[config.mk]
export PLATFORM = sky130hd
export DESIGN_NAME = pc_fetch_unit
export DESIGN_NICKNAME = d
export VERILOG_FILES = /design/src/rtl/pc_fetch_unit.sv
export SDC_FILE = /design/constraint.sdc
export NUM_CORES = 1
export LEC_CHECK = 0
export BUFFER_PORTS_ARGS = -buffer_cell sky130_fd_sc_hd__buf_2
export CORE_MARGIN = 1
export CORE_UTILIZATION = 59
export DETAILED_ROUTE_END_ITERATION = 6
export PLACE_DENSITY = 0.86
export SLEW_MARGIN = 20
export SYNTH_ARGS = -nofsm -noshare
export SYNTH_HDL_FRONTEND = slang
export SYNTH_SLANG_ARGS = --single-unit
[constraint.sdc]
create_clock -name clk -period 3.7 [get_ports clk]
set_clock_uncertainty 0.05 [all_clocks]
set_input_delay 0.185 -clock clk [delete_from_list [all_inputs] [get_ports clk]]
set_output_delay 0.185 -clock clk [all_outputs]
set_load 0.02 [all_outputs]
[src/rtl/pc_fetch_unit.sv]
// Instruction fetch unit: PC register, fetch FSM, hold buffer and IF/ID register.
// Optional performance counters are compiled in with PC_FETCH_PERF_EN.
module pc_fetch_unit #(
  parameter logic [31:0] RESET_PC = 32'h0000_0000
) (
  input  logic        clk,
  input  logic        rst_n,
  input  logic        stall,
  input  logic        branch_taken,
  input  logic [31:0] branch_target,
  output logic [31:0] pc_plus4,
  output logic        imem_req,
  output logic [31:0] imem_addr,
  input  logic        imem_ack,
  input  logic [31:0] imem_rdata,
  output logic        if_valid,
  output logic [31:0] if_pc,
  output logic [31:0] if_instr
`ifdef PC_FETCH_PERF_EN
  ,
  output logic [31:0] fetch_count,
  output logic [31:0] redirect_count
`endif
);

  // state | meaning
  // IDLE  | post-reset bubble, no request
  // FETCH | request at PC outstanding
  // HOLD  | fetched word parked in hold buffer while decode stalls
  // DROP  | redirected; waiting out the old request, its data is discarded
  typedef enum logic [1:0] {
    S_IDLE  = 2'd0,
    S_FETCH = 2'd1,
    S_HOLD  = 2'd2,
    S_DROP  = 2'd3
  } state_t;

  state_t      state, state_nxt;
  logic [31:0] pc, pc_nxt;
  logic [31:0] drop_addr, drop_addr_nxt;
  logic [31:0] hold_pc, hold_pc_nxt;
  logic [31:0] hold_instr, hold_instr_nxt;
  logic        if_valid_nxt;
  logic [31:0] if_pc_nxt, if_instr_nxt;
  logic [31:0] target_aligned;
  logic        deliver;

  assign target_aligned = branch_target & ~32'h3;
  assign pc_plus4       = pc + 32'd4;
  assign imem_req       = rst_n & ((state == S_FETCH) | (state == S_DROP));
  assign imem_addr      = (state == S_DROP) ? drop_addr : pc;

  always_ff @(posedge clk) begin
    if (!rst_n) begin
      state      <= S_IDLE;
      pc         <= RESET_PC;
      drop_addr  <= 32'h0;
      hold_pc    <= 32'h0;
      hold_instr <= 32'h0;
      if_valid   <= 1'b0;
      if_pc      <= 32'h0;
      if_instr   <= 32'h0;
    end else begin
      state      <= state_nxt;
      pc         <= pc_nxt;
      drop_addr  <= drop_addr_nxt;
      hold_pc    <= hold_pc_nxt;
      hold_instr <= hold_instr_nxt;
      if_valid   <= if_valid_nxt;
      if_pc      <= if_pc_nxt;
      if_instr   <= if_instr_nxt;
    end
  end

  // The hold buffer is valid exactly while in HOLD, so leaving HOLD invalidates it.
  always_comb begin
    state_nxt      = state;
    pc_nxt         = pc;
    drop_addr_nxt  = drop_addr;
    hold_pc_nxt    = hold_pc;
    hold_instr_nxt = hold_instr;
    if_valid_nxt   = if_valid;
    if_pc_nxt      = if_pc;
    if_instr_nxt   = if_instr;
    deliver        = 1'b0;
    case (state)
      S_IDLE: state_nxt = S_FETCH;
      S_FETCH: begin
        if (branch_taken) begin
          pc_nxt       = target_aligned;
          if_valid_nxt = 1'b0;
          if (!imem_ack) begin
            state_nxt     = S_DROP;
            drop_addr_nxt = pc;
          end
        end else if (imem_ack) begin
          pc_nxt = pc_plus4;
          if (stall) begin
            hold_pc_nxt    = pc;
            hold_instr_nxt = imem_rdata;
            state_nxt      = S_HOLD;
          end else begin
            deliver      = 1'b1;
            if_valid_nxt = 1'b1;
            if_pc_nxt    = pc;
            if_instr_nxt = imem_rdata;
          end
        end else if (!stall) begin
          if_valid_nxt = 1'b0;
        end
      end
      S_HOLD: begin
        if (branch_taken) begin
          pc_nxt       = target_aligned;
          if_valid_nxt = 1'b0;
          state_nxt    = S_FETCH;
        end else if (!stall) begin
          deliver      = 1'b1;
          if_valid_nxt = 1'b1;
          if_pc_nxt    = hold_pc;
          if_instr_nxt = hold_instr;
          state_nxt    = S_FETCH;
        end
      end
      S_DROP: begin
        if (branch_taken) begin
          pc_nxt       = target_aligned;
          if_valid_nxt = 1'b0;
        end else if (!stall) begin
          if_valid_nxt = 1'b0;
        end
        if (imem_ack) state_nxt = S_FETCH;
      end
      default: state_nxt = S_IDLE;
    endcase
  end

`ifdef PC_FETCH_PERF_EN
  always_ff @(posedge clk) begin
    if (!rst_n) begin
      fetch_count    <= 32'h0;
      redirect_count <= 32'h0;
    end else begin
      if (deliver)      fetch_count    <= fetch_count + 32'd1;
      if (branch_taken) redirect_count <= redirect_count + 32'd1;
    end
  end
`endif

endmodule

Yosys cells after proc, flatten, opt, wreduce, memory -nomap -nowiden
Cells that the tools add are included.

Bitwise gates (word level): 4. Equal/unequal tests: 14. Add/sub/neg operators: 1. Reductions and logical operators: 10. Mux-type cells: 32.

Operator list (number): two-way mux 32 bit (14); one-hot mux 32 bit (2 select lines) (3); adder 32 x 3 -> 32 bit, second input constant (1); two-way mux 2 bit (7); != test 2 bit, second input constant (6); != test 3 bit, second input constant (4); one-hot mux 2 bit (4 select lines) (1); two-way mux 1 bit (6); AND reduction 3 bit (2); AND reduction 6 bit (1); AND reduction 5 bit (1); == test 2 bit, second input constant (2); AND reduction 4 bit (1); nonzero test 2 bit (2); one-hot mux 1 bit (3 select lines) (1); nonzero test 3 bit (1); == test 2 x 1 -> 1 bit, second input constant (1); zero test 2 bit (1); != test 2 x 1 -> 1 bit, second input constant (1); NOT 1 bit (2); OR reduction 2 bit (1); AND 1 bit (1); OR 1 bit (1).

Bits in registers: 195. Input bits: 69. Output and inout bits: 130. Logic and storage cells: 69.

Depth between registers and ports, before layout
Depth after elaboration: 4. Mapped depth: 8.

Worst setup path before layout
Ideal clock, no wire load.

Path type: register to output. From: register pc[3]. To: output port pc_plus4[18]. Path buffers: 0. Required time: 3.465 ns. Data arrival time: 1.976 ns. Cell stages (with the launch flop): 7. Setup slack: 1.489 ns. Path through: dfxtp_1 > ha_1 > inv_2 > or4_1 > nor2_1 > nand3_1 > xnor2_1.

Word-level cells in the longest chain between the ends: 1.

RTL lines: start, declared (line 39) `logic [31:0] pc, pc_nxt;`; start signal, assigned (line 65) `pc <= pc_nxt;`; adder 32 x 3 -> 32 bit (line 49) `assign pc_plus4 = pc + 32'd4;`; end, declared (line 11) `output logic [31:0] pc_plus4,`.

Every way passes these cells.

Final worst setup path
From: register pc[3]. To: output port pc_plus4[30].

Same word-level chain as after synthesis.

==> impl_results.md <==
- Initial antenna violation count: 0
- Layout overhead on the synthesized area: 19.6%
- Total number of vias: 8314
- Grt ovf: 0
- RSZ-0062 raised after global routing: no
- Headroom to the max-slew limit: 0.285
- Synth warn: 0
- CP Class: reg -> out
- Final WL: 23800 um
- PD cells: 430 nW/um^2
- Worst hold start: branch_target[30]
- Layout cells sized above 1: 0.227
- Clock Path Buffers: 2
- Final Slew Violations: 0
- Die width: 125 um
- Placer Congestion: 0.925
- TritonRoute pass-1 iters: 5
- Vias in the first global route: 7717
- Die height: 125 um
- Routed wire per std cell: 16.8 um
- Max_cap viols: 0
- Hold Fails Final Rpt: 0
- Tcrit/Tclk final: 0.836
- VDD IR max: 0.337 mV
- Commonest non-fill, non-tap cell in the layout: nand2_1
- Top Ports: 199
- Pin count of the biggest net entering global routing: 80
- Final Instance Area: 10600 um^2
- Post-DP HPWL: 14900 um
- Worst endpoint data arrival time: 2.86 ns
- Most used DFF post-synth: dfxtp_1
- DR iter-0 viols: 678
- DRC viols: 0
- Core area: 14600 um^2
- Avg Cell Area, Syn: 8.22 um^2
- CTS tree: done
- Cell variety after synth: 55
- Diodes inserted: 0
- Post-synth EDFFs: 0
- Crit-path max FO: 8
- Most frequent cells in the layout: 227 x nand2_1, 190 x buf_2, 187 x dfxtp_1
- Worst Tran Pin Value: 1.07 ns
- Routed vias/inst: 5.85
- Synth Instances: 1079
- Critical Path End Type: output port
- Crit-path cells: ha_1 -> inv_2 -> nor4_4 -> nand3_1 -> nor2_1 -> xor2_1 -> buf_2
- Async S/R FF share, synth: 0
- Clock root cell: clkbuf_16
- Num CTS Buffers: 17
- Worst path slowest cell: nor4_4
- Min-delay worst type: in -> reg
- Initial core utilization: 0.608
- Setup TNS: 0 ns
- Status: complete, no violations
- Yosys reg bits: 187
- CTS HTree Levels: 4
- Buf/Inv on CP: 2
- Port buffer count: 190
- Post-cts resize count: 0
- Area after DPL: 9680 um^2
- Post-synthesis sequential area ratio: 0.422
- Die area: 15500 um^2
- Fmax: 323 MHz
- Post-CTS Setup Inserts: 0
- Clock Sinks: 187
- Final setup violation count: 0
- Clk_lat worst skew: 0.43 ns
- Critical Path RT: 3.46 ns
- Crit start category: register
- Tot GR Track Use: 0.304
- Worst r2r src: pc[3]
- CP Launch Point: pc[3]
- Syn Std Cell Area: 8860 um^2
- First-pass GRT wire length: 38500 um
- LEAKAGE: 4.59 nW
- Post-route ant nets: 0
- Rows: 44
- CP max stage delay: 0.58 ns
- Tmin final: 3.09 ns
- CTS clk-pin slew, worst paths: 0.07 ns
- Top Family by Delay on Critical Path: simple AND/OR/NAND/NOR gates
- # nets final: 1296
report_power, final:
part	internal, mW	total, mW	switching (mW)
sequential	2.08	2.19	0.105
clock	0.981	1.75	0.765
combinational	0.243	0.630	0.386
logic make-up (layout without fill, tap and decap cells):
| kind of cell | after synthesis | after routing | synth area share |
|---|---|---|---|
| AND/OR/NAND/NOR | 400 | 400 | 0.199 |
| AO/OA/AOI/OAI | 243 | 243 | 0.173 |
| flip-flops | 187 | 187 | 0.422 |
| buffers and inverters | 121 | 275 | 0.0603 |
| multiplexers | 98 | 98 | 0.115 |
| XOR/XNOR | 28 | 28 | 0.0277 |
| adder cells (fa/ha/maj) | 1 | 1 | 0.00141 |
| other | 1 | 6 | 0.000423 |
final timing paths:
check / cells after the start / slack (ns) / endpoint
max: 7 / 0.61 / pc_plus4[30]
min reg2reg: 2 / 0.40 / drop_addr[20]
max reg2reg: 7 / 0.99 / pc[24]
min: 3 / 0.02 / pc[30]
routing by layer:
| metal | vias up | routed length (um) | part of all wire | track usage |
|---|---|---|---|---|
| met5 | - | 0 | 0 | 0 |
| met4 | 0 | 588 | 0.025 | 0.122 |
| met3 | 49 | 1810 | 0.076 | 0.0498 |
| met2 | 405 | 11300 | 0.47 | 0.493 |
| met1 | 3830 | 10100 | 0.42 | 0.404 |
| li1 | 4030 | - | - | - |
tightest hold or removal path: stages:
cell and delay, ns:
buf_2 0.08, a32oi_1 0.08, o22ai_1 0.11
stage by stage:
stage               cells  hold slack (ns)  setup WS [ns]  power (mW)  utilization
CTS                  1422          0.00357          0.649        4.57        0.726
finish               1422           0.0187          0.606        4.56        0.727
global route         1422           0.0183          0.468        4.73        0.727
detailed placement   1356            0.394           1.10        2.81        0.664
floorplan            1084            0.250           1.49        2.62            -
global placement     1356            0.389           1.17        2.80        0.664
cell usage after synthesis, drive strengths merged (10+ instances only):
| library cell | number | share of area |
|---|---|---|
| nand4 | 15 | 0.016 |
| nand2 | 228 | 0.097 |
| a31oi | 10 | 0.0071 |
| a211oi | 62 | 0.053 |
| nor3 | 10 | 0.0069 |
| mux2i | 67 | 0.076 |
| a21oi | 109 | 0.062 |
| xnor2 | 20 | 0.020 |
| dfxtp | 187 | 0.42 |
| nand3 | 19 | 0.011 |
| a32oi | 12 | 0.012 |
| mux2 | 31 | 0.039 |
| buf | 41 | 0.026 |
| clkbuf | 73 | 0.031 |
| o21ai | 13 | 0.0073 |
| nor2 | 98 | 0.042 |
sequential cells by signal, indices dropped and copies added, names as in the netlist:
register	count
if_pc	30
pc	30
hold_instr	32
if_instr	32
drop_addr	30
state	2
if_valid	1
hold_pc	30
repair_timing:
action / CTS / global route
hold endpoints to repair: 35 / 0
hold buffers: 35 / 0
endpoints found under the setup margin: 0 / 0
final cells by class:
type / instances / area, um^2
inverters: 7 / 31.3
clock buffers: 22 / 474
multi-input cells: 776 / 4630
fillers: 1125 / 3990
clock inverters: 9 / 88.8
repair buffers: 237 / 1400
well taps: 184 / 230
flip-flops and latches: 187 / 3740
Note: power is estimated with default switching activity, not from simulation.
